==> src/rtl/fetch_pkg.sv <==
// Shared widths, exception codes, state encodings and slot/buffer types for the fetch stage.
package fetch_pkg;

    localparam int ADDR_SIZE  = 31;
    localparam int INSTR_SIZE = 31;
    localparam int EX_WIDTH   = 3;

    localparam logic [INSTR_SIZE:0] NOP_INSTR             = 32'h0000_0013;
    localparam logic [EX_WIDTH:0]   EX_INSTR_MISALIGNED   = 4'd0;
    localparam logic [EX_WIDTH:0]   EX_INSTR_ACCESS_FAULT = 4'd1;

    localparam logic [1:0] ST_REQ  = 2'd0;
    localparam logic [1:0] ST_WAIT = 2'd1;
    localparam logic [1:0] ST_HOLD = 2'd2;
    localparam logic [1:0] ST_HALT = 2'd3;

    // One decode slot as presented on the pipeline outputs.
    typedef struct packed {
        logic [ADDR_SIZE:0]  pc;
        logic [INSTR_SIZE:0] instr;
        logic [EX_WIDTH:0]   exc;
        logic                exc_valid;
        logic                valid;
    } slot_t;

    // Response parked while decode is stalled.
    typedef struct packed {
        logic                valid;
        logic [ADDR_SIZE:0]  pc;
        logic [INSTR_SIZE:0] instr;
        logic                err;
    } hbuf_t;

    localparam slot_t SLOT_RESET = '{pc: '0, instr: NOP_INSTR, exc: '0, exc_valid: 1'b0, valid: 1'b0};

    function automatic logic [ADDR_SIZE:0] next_pc(input logic [ADDR_SIZE:0] pc);
        return pc + 32'd4;
    endfunction

endpackage

==> src/rtl/fetch.sv <==
// Single-outstanding instruction fetch stage with a one-entry stall buffer,
// redirect handling (drop of stale responses) and halting on fetch exceptions.
module fetch
    import fetch_pkg::*;
#(
    parameter logic [ADDR_SIZE:0] RESET_VECTOR = 32'h0000_0000
) (
    input  logic                  clk,
    input  logic                  reset,
    input  logic                  stall,
    input  logic                  flush,
    input  logic [ADDR_SIZE:0]    redirect_pc,
    output logic                  imem_req_valid,
    input  logic                  imem_req_ready,
    output logic [ADDR_SIZE:0]    imem_addr,
    input  logic                  imem_resp_valid,
    input  logic [INSTR_SIZE:0]   imem_rdata,
    input  logic                  imem_resp_err,
    output logic [ADDR_SIZE:0]    PC_out,
    output logic [INSTR_SIZE:0]   instr_out,
    output logic [EX_WIDTH:0]     exception_out,
    output logic                  exception_out_valid,
    output logic                  pipeline_out_valid
);

    logic [1:0]         state_q, state_d;
    logic [ADDR_SIZE:0] pc_q, pc_d;
    logic               drop_q, drop_d;
    hbuf_t              hbuf_q, hbuf_d;
    slot_t              slot_q, slot_d;
    logic               pc_misaligned;
    logic               accept;

    assign pc_misaligned = (pc_q[1:0] != 2'b00);

    // Flush masks the request so memory never accepts an address being redirected away from.
    assign imem_req_valid = !reset && !flush && (state_q == ST_REQ) && !pc_misaligned;
    assign imem_addr      = pc_q;
    assign accept         = imem_req_valid && imem_req_ready;

    assign PC_out              = slot_q.pc;
    assign instr_out           = slot_q.instr;
    assign exception_out       = slot_q.exc;
    assign exception_out_valid = slot_q.exc_valid;
    assign pipeline_out_valid  = slot_q.valid;

    always_comb begin
        // NOTE: every next-state signal gets a hold default first so no path infers a latch.
        state_d = state_q;
        pc_d    = pc_q;
        drop_d  = drop_q;
        hbuf_d  = hbuf_q;
        slot_d  = slot_q;

        if (flush) begin
            slot_d.valid = 1'b0;
            pc_d         = redirect_pc;
            hbuf_d       = '0;
            if (state_q == ST_WAIT && !imem_resp_valid) begin
                drop_d  = 1'b1;
                state_d = ST_WAIT;
            end else begin
                drop_d  = 1'b0;
                state_d = ST_REQ;
            end
        end else begin
            if (!stall) begin
                slot_d.valid = 1'b0;
            end
            case (state_q)
                ST_REQ: begin
                    if (pc_misaligned) begin
                        if (!stall) begin
                            slot_d  = '{pc: pc_q, instr: NOP_INSTR, exc: EX_INSTR_MISALIGNED,
                                        exc_valid: 1'b1, valid: 1'b1};
                            state_d = ST_HALT;
                        end
                    end else if (accept) begin
                        state_d = ST_WAIT;
                    end
                end
                ST_WAIT: begin
                    if (imem_resp_valid) begin
                        if (drop_q) begin
                            drop_d  = 1'b0;
                            state_d = ST_REQ;
                        end else if (stall) begin
                            hbuf_d  = '{valid: 1'b1, pc: pc_q, instr: imem_rdata, err: imem_resp_err};
                            state_d = ST_HOLD;
                        end else if (imem_resp_err) begin
                            slot_d  = '{pc: pc_q, instr: NOP_INSTR, exc: EX_INSTR_ACCESS_FAULT,
                                        exc_valid: 1'b1, valid: 1'b1};
                            state_d = ST_HALT;
                        end else begin
                            slot_d  = '{pc: pc_q, instr: imem_rdata, exc: '0,
                                        exc_valid: 1'b0, valid: 1'b1};
                            pc_d    = next_pc(pc_q);
                            state_d = ST_REQ;
                        end
                    end
                end
                ST_HOLD: begin
                    if (!stall && hbuf_q.valid) begin
                        hbuf_d.valid = 1'b0;
                        if (hbuf_q.err) begin
                            slot_d  = '{pc: hbuf_q.pc, instr: NOP_INSTR, exc: EX_INSTR_ACCESS_FAULT,
                                        exc_valid: 1'b1, valid: 1'b1};
                            state_d = ST_HALT;
                        end else begin
                            slot_d  = '{pc: hbuf_q.pc, instr: hbuf_q.instr, exc: '0,
                                        exc_valid: 1'b0, valid: 1'b1};
                            pc_d    = next_pc(hbuf_q.pc);
                            state_d = ST_REQ;
                        end
                    end
                end
                ST_HALT: begin
                end
                default: state_d = ST_REQ;
            endcase
        end
    end

    // NOTE: sequential state uses non-blocking assignments only; the combinational block above computes every _d.
    always_ff @(posedge clk) begin
        if (reset) begin
            state_q <= ST_REQ;
            pc_q    <= RESET_VECTOR;
            drop_q  <= 1'b0;
            hbuf_q  <= '0;
            slot_q  <= SLOT_RESET;
        end else begin
            state_q <= state_d;
            pc_q    <= pc_d;
            drop_q  <= drop_d;
            hbuf_q  <= hbuf_d;
            slot_q  <= slot_d;
        end
    end

endmodule

==> config.mk <==
export PLATFORM = sky130hd
export DESIGN_NAME = fetch
export DESIGN_NICKNAME = d
export VERILOG_FILES = /design/src/rtl/fetch_pkg.sv /design/src/rtl/fetch.sv
export SDC_FILE = /design/constraint.sdc
export NUM_CORES = 1
export LEC_CHECK = 0
export BUFFER_PORTS_ARGS = -buffer_cell sky130_fd_sc_hd__buf_2
export CAP_MARGIN = 0
export CORE_ASPECT_RATIO = 1.4
export CORE_MARGIN = 2
export CORE_UTILIZATION = 55
export DETAILED_ROUTE_END_ITERATION = 10
export GPL_TIMING_DRIVEN = 0
export PLACE_DENSITY = 0.81
export REMOVE_ABC_BUFFERS = 1
export SKIP_LAST_GASP = 1
export SLEW_MARGIN = 40
export SYNTH_ARGS = -nofsm -noshare
export SYNTH_HDL_FRONTEND = slang
export SYNTH_SLANG_ARGS = --single-unit
==> constraint.sdc <==
create_clock -name clk -period 3.6 [get_ports clk]
set_clock_uncertainty 0.15 [all_clocks]
set_input_delay 0 -clock clk [delete_from_list [all_inputs] [get_ports clk]]
set_output_delay 0 -clock clk [all_outputs]
set_load 0.02 [all_outputs]
==> results.tsv <==
stage	metric	value	unit
outcome	outcome	complete, no violations	
yosys	top cell type's share of synthesized area	0.421	
yosys	post-synthesis xor/xnor area fraction	0.0307	
global_route	All-Layer GR Usage	0.297	
worst_setup_path	Worst Path Required	3.77	ns
timing	final setup violation count	0	
min_path	Min-Delay Path Depth	3	
final_layout	filler cell count	1112	
placed_design	routability cong.	0.837	
final_layout	P&R area growth vs syn	33.1	%
worst_setup_path	Largest stage delay, worst path	0.72	ns
final_layout	commonest non-fill, non-tap cell in the layout	buf_2	
yosys	top post-synthesis cells by area	dfxtp_1 (42%), nand2_1 (7.9%), a211oi_1 (7.1%)	
timing	Final Max Slew Viols	0	
route	drt pass-1 iters	6	
worst_setup_path	slowest CP cell	a222oi_1	
power	Leakage	3.89	nW
timing	period utilization	0.964	
power	combinational share of power	0.202	
route	Residual DRC	0	
cts	Sinks on Clock Net	168	
yosys	Synth Register Bits	168	
die	total die area	15500	sq um
cts	CTS Buf Count	17	
worst_setup_path	kind of launch point of the worst setup path	flop	
die	CORE AREA	14300	sq um
yosys	ys flop type	dfxtp_1	
yosys	Async SR Flop Fraction	0	
worst_setup_path	WS Path Type	reg -> reg	
route	vias	8250	
yosys	mux contribution to synthesized area	0.0438	
timing	Period minus WS final	3.47	ns
global_route	GRT Residual Overflow	0	
worst_setup_path	Arr. time, crit path	3.63	ns
route	initial DRC count	639	
yosys	Mean Syn Cell Area	8.10	sq um
yosys	synthesized instance count	987	
die	initial core utilization	0.559	
final_layout	diode count	0	
final_layout	Finished Cell Area	10600	sq um
worst_setup_path	CP max FO	54	
job	Max Cap Viol	0	
route	wire length per cell	17.2	um
power	clock group share of total power	0.379	
global_route	antenna violations before repair	0	
yosys	Mapped Area	8000	sq um
global_route	first-pass GRT wire length	37.5	mm
cts	H-Tree Depth	4	
route	post-route ant nets	0	
timing	Worst Setup Slack, final	0.130	ns
route	final wirelength	24.0	mm
yosys	Synth Area in Adders	0.00782	
placed_design	dpl hpwl	15.3	mm
yosys	Synth Area in Simple Gates	0.180	
worst_setup_path	path depth of the worst reg2reg path	9	
global_route	largest net degree at the start of global routing	55	
cts	Worst-Skew Late Latency	0.42	ns
power	Seq pwr share	0.419	
timing	f_max	288	MHz
yosys	main combinational cell family by area after synthesis	compound AO/OA/AOI/OAI gates	
die	DIE HEIGHT	147	um
placed_design	Port Buf Inserts	170	
yosys	Cell variety after synth	54	
power	Pint	3.51	mW
min_path	HP Class	in -> reg	
cts	CTS tree	yes	
final_layout	Final #Nets	1271	
cts	CTS max path bufs	2	
cts	CTS root buf	clkbuf_16	
yosys	post-synth top area cell	dfxtp_1	
timing	setup TNS	0	ns
die	Die Wd	106	um
yosys	register area share after synthesis	0.421	
worst_setup_path	worst path cell trace	inv_1 -> ha_4 -> buf_12 -> nand3_1 -> a222oi_1 -> o2111ai_2 -> a221oi_2 -> xor2_1 -> a221oi_1	
placed_design	DP Worst Slack	0.187	ns
yosys	Synth warnings	0	
timing	Slew @ Worst Pin	0.759	ns
timing	Final Hold Violating Endpoints	0	
placed_design	DP Area	9170	sq um
power	NetSw	1.52	mW
power	Worst VDD drop	0.000287	V
global_route	number of global-route vias before repair	7621	
power	Switching Fraction	0.302	
worst_setup_path	element type at the critical path end	flop	
final_layout	fraction of layout cells with a size suffix above 1	0.208	
power	Power per Cell Area	473	nW/um^2
die	# IOs	174	
yosys	EDFF count, synth	0	
cts	Worst-path clk slew	0.07	ns
yosys	Compound-Gate Fraction of Synth Area	0.264	
final_layout	commonest non-fill, non-tap cells in the layout	buf_2 (171), dfxtp_1 (168), nand2_1 (167), nor2_1 (98), dlygate4sd3_1 (81)	
timing	Slew HR	0.494	
route	Avg Vias per Cell	5.91	
die	FP Rows	52	
==> registers in the layout, indices dropped and copies added, names as in the netlist <==
| signal | count |
|---|---|
| PC_out | 32 |
| drop_q | 1 |
| imem_addr | 32 |
| pipeline_out_valid | 1 |
| exception_out_valid | 1 |
| state_q | 2 |
| instr_out | 32 |
| hbuf_q | 66 |
| exception_out | 1 |
==> worst max-delay path: cells and delay by family (launching register included) <==
family | cells | cell delay [ns]
AO/OA/AOI/OAI | 4 | 1.73
buffers and inverters | 2 | 0.43
AND/OR/NAND/NOR | 1 | 0.15
adder cells (fa/ha/maj) | 1 | 0.39
XOR/XNOR | 1 | 0.13
flip-flops | 1 | 0.33
==> final cells by class <==
cell class                      instances  area, sq um  area share
Clock buffer                           18          429      0.0403
Clock inverter                         14          184      0.0173
Inverter                               15         57.6     0.00541
Multi-Input combinational cell        720         4330       0.407
Sequential cell                       168         3360       0.316
Tap cell                              189          236      0.0222
Timing Repair Buffer                  273         2040       0.192
==> cell families after synthesis <==
kind of cell	after synthesis
AOI/OAI and AO/OA	312
xor gates and xnor gates	28
adders and majority gates	5
buffers and inverters	101
DFF	168
muxes	34
other	1
and+or+nand+nor	338
==> what timing repair did <==
action / in CTS / in global routing
hold buffers: 81 / 0
setup endpoints to repair: 0 / 9
buffers inserted: 0 / 3
hold endpoints to repair: 119 / 0
gates resized for setup: 0 / 4
==> cells in the mapped netlist, types with 8 or more instances <==
cell type,instances
dfxtp_1,168
nand2_1,168
nor2_1,99
a21oi_1,82
a211oi_1,76
clkbuf_1,66
a22oi_1,65
o21ai_0,36
mux2i_1,26
nand3_1,21
xnor2_1,15
inv_1,14
xor2_1,13
buf_2,9
nand4_1,9
nor3_1,9
a221oi_1,8
mux2_2,8
==> power groups by stage <==
stage               logic, mW  clock network, mW  registers, mW
finish                   1.02               1.91           2.10
global placement        0.861                  0           2.14
detailed placement      0.910                  0           2.14
global route             1.10               2.00           2.12
CTS                     0.990               1.93           2.10
floorplan               0.415                  0           2.27
==> through the flow <==
stage                     cells  hold slack [ns]   util  power [mW]
after detailed placement   1281           0.0966  0.641        3.05
after global placement     1262           0.0853  0.610        3.00
after CTS                  1394           0.0161  0.740        5.02
final                      1397           0.0339  0.743        5.03
after global routing       1397           0.0561  0.743        5.21
after floorplan             903          -0.0809      -        2.69
==> metal layers <==
layer | vias to the layer above | track usage | wire length (um)
met4 | 0 | 0.126 | 705
met5 | - | 0 | 0
met1 | 3873 | 0.353 | 9740
met3 | 67 | 0.0527 | 1390
li1 | 3984 | - | -
met2 | 326 | 0.524 | 12100
==> worst paths after layout <==
path               from       endpoint  slack (ns)
max          state_q[0]  imem_addr[22]        0.13
min               flush   imem_addr[4]        0.03
max reg2reg  state_q[0]  imem_addr[22]        0.13
min reg2reg   hbuf_q[1]      hbuf_q[1]        0.30
(Power assumes the default switching activity.)
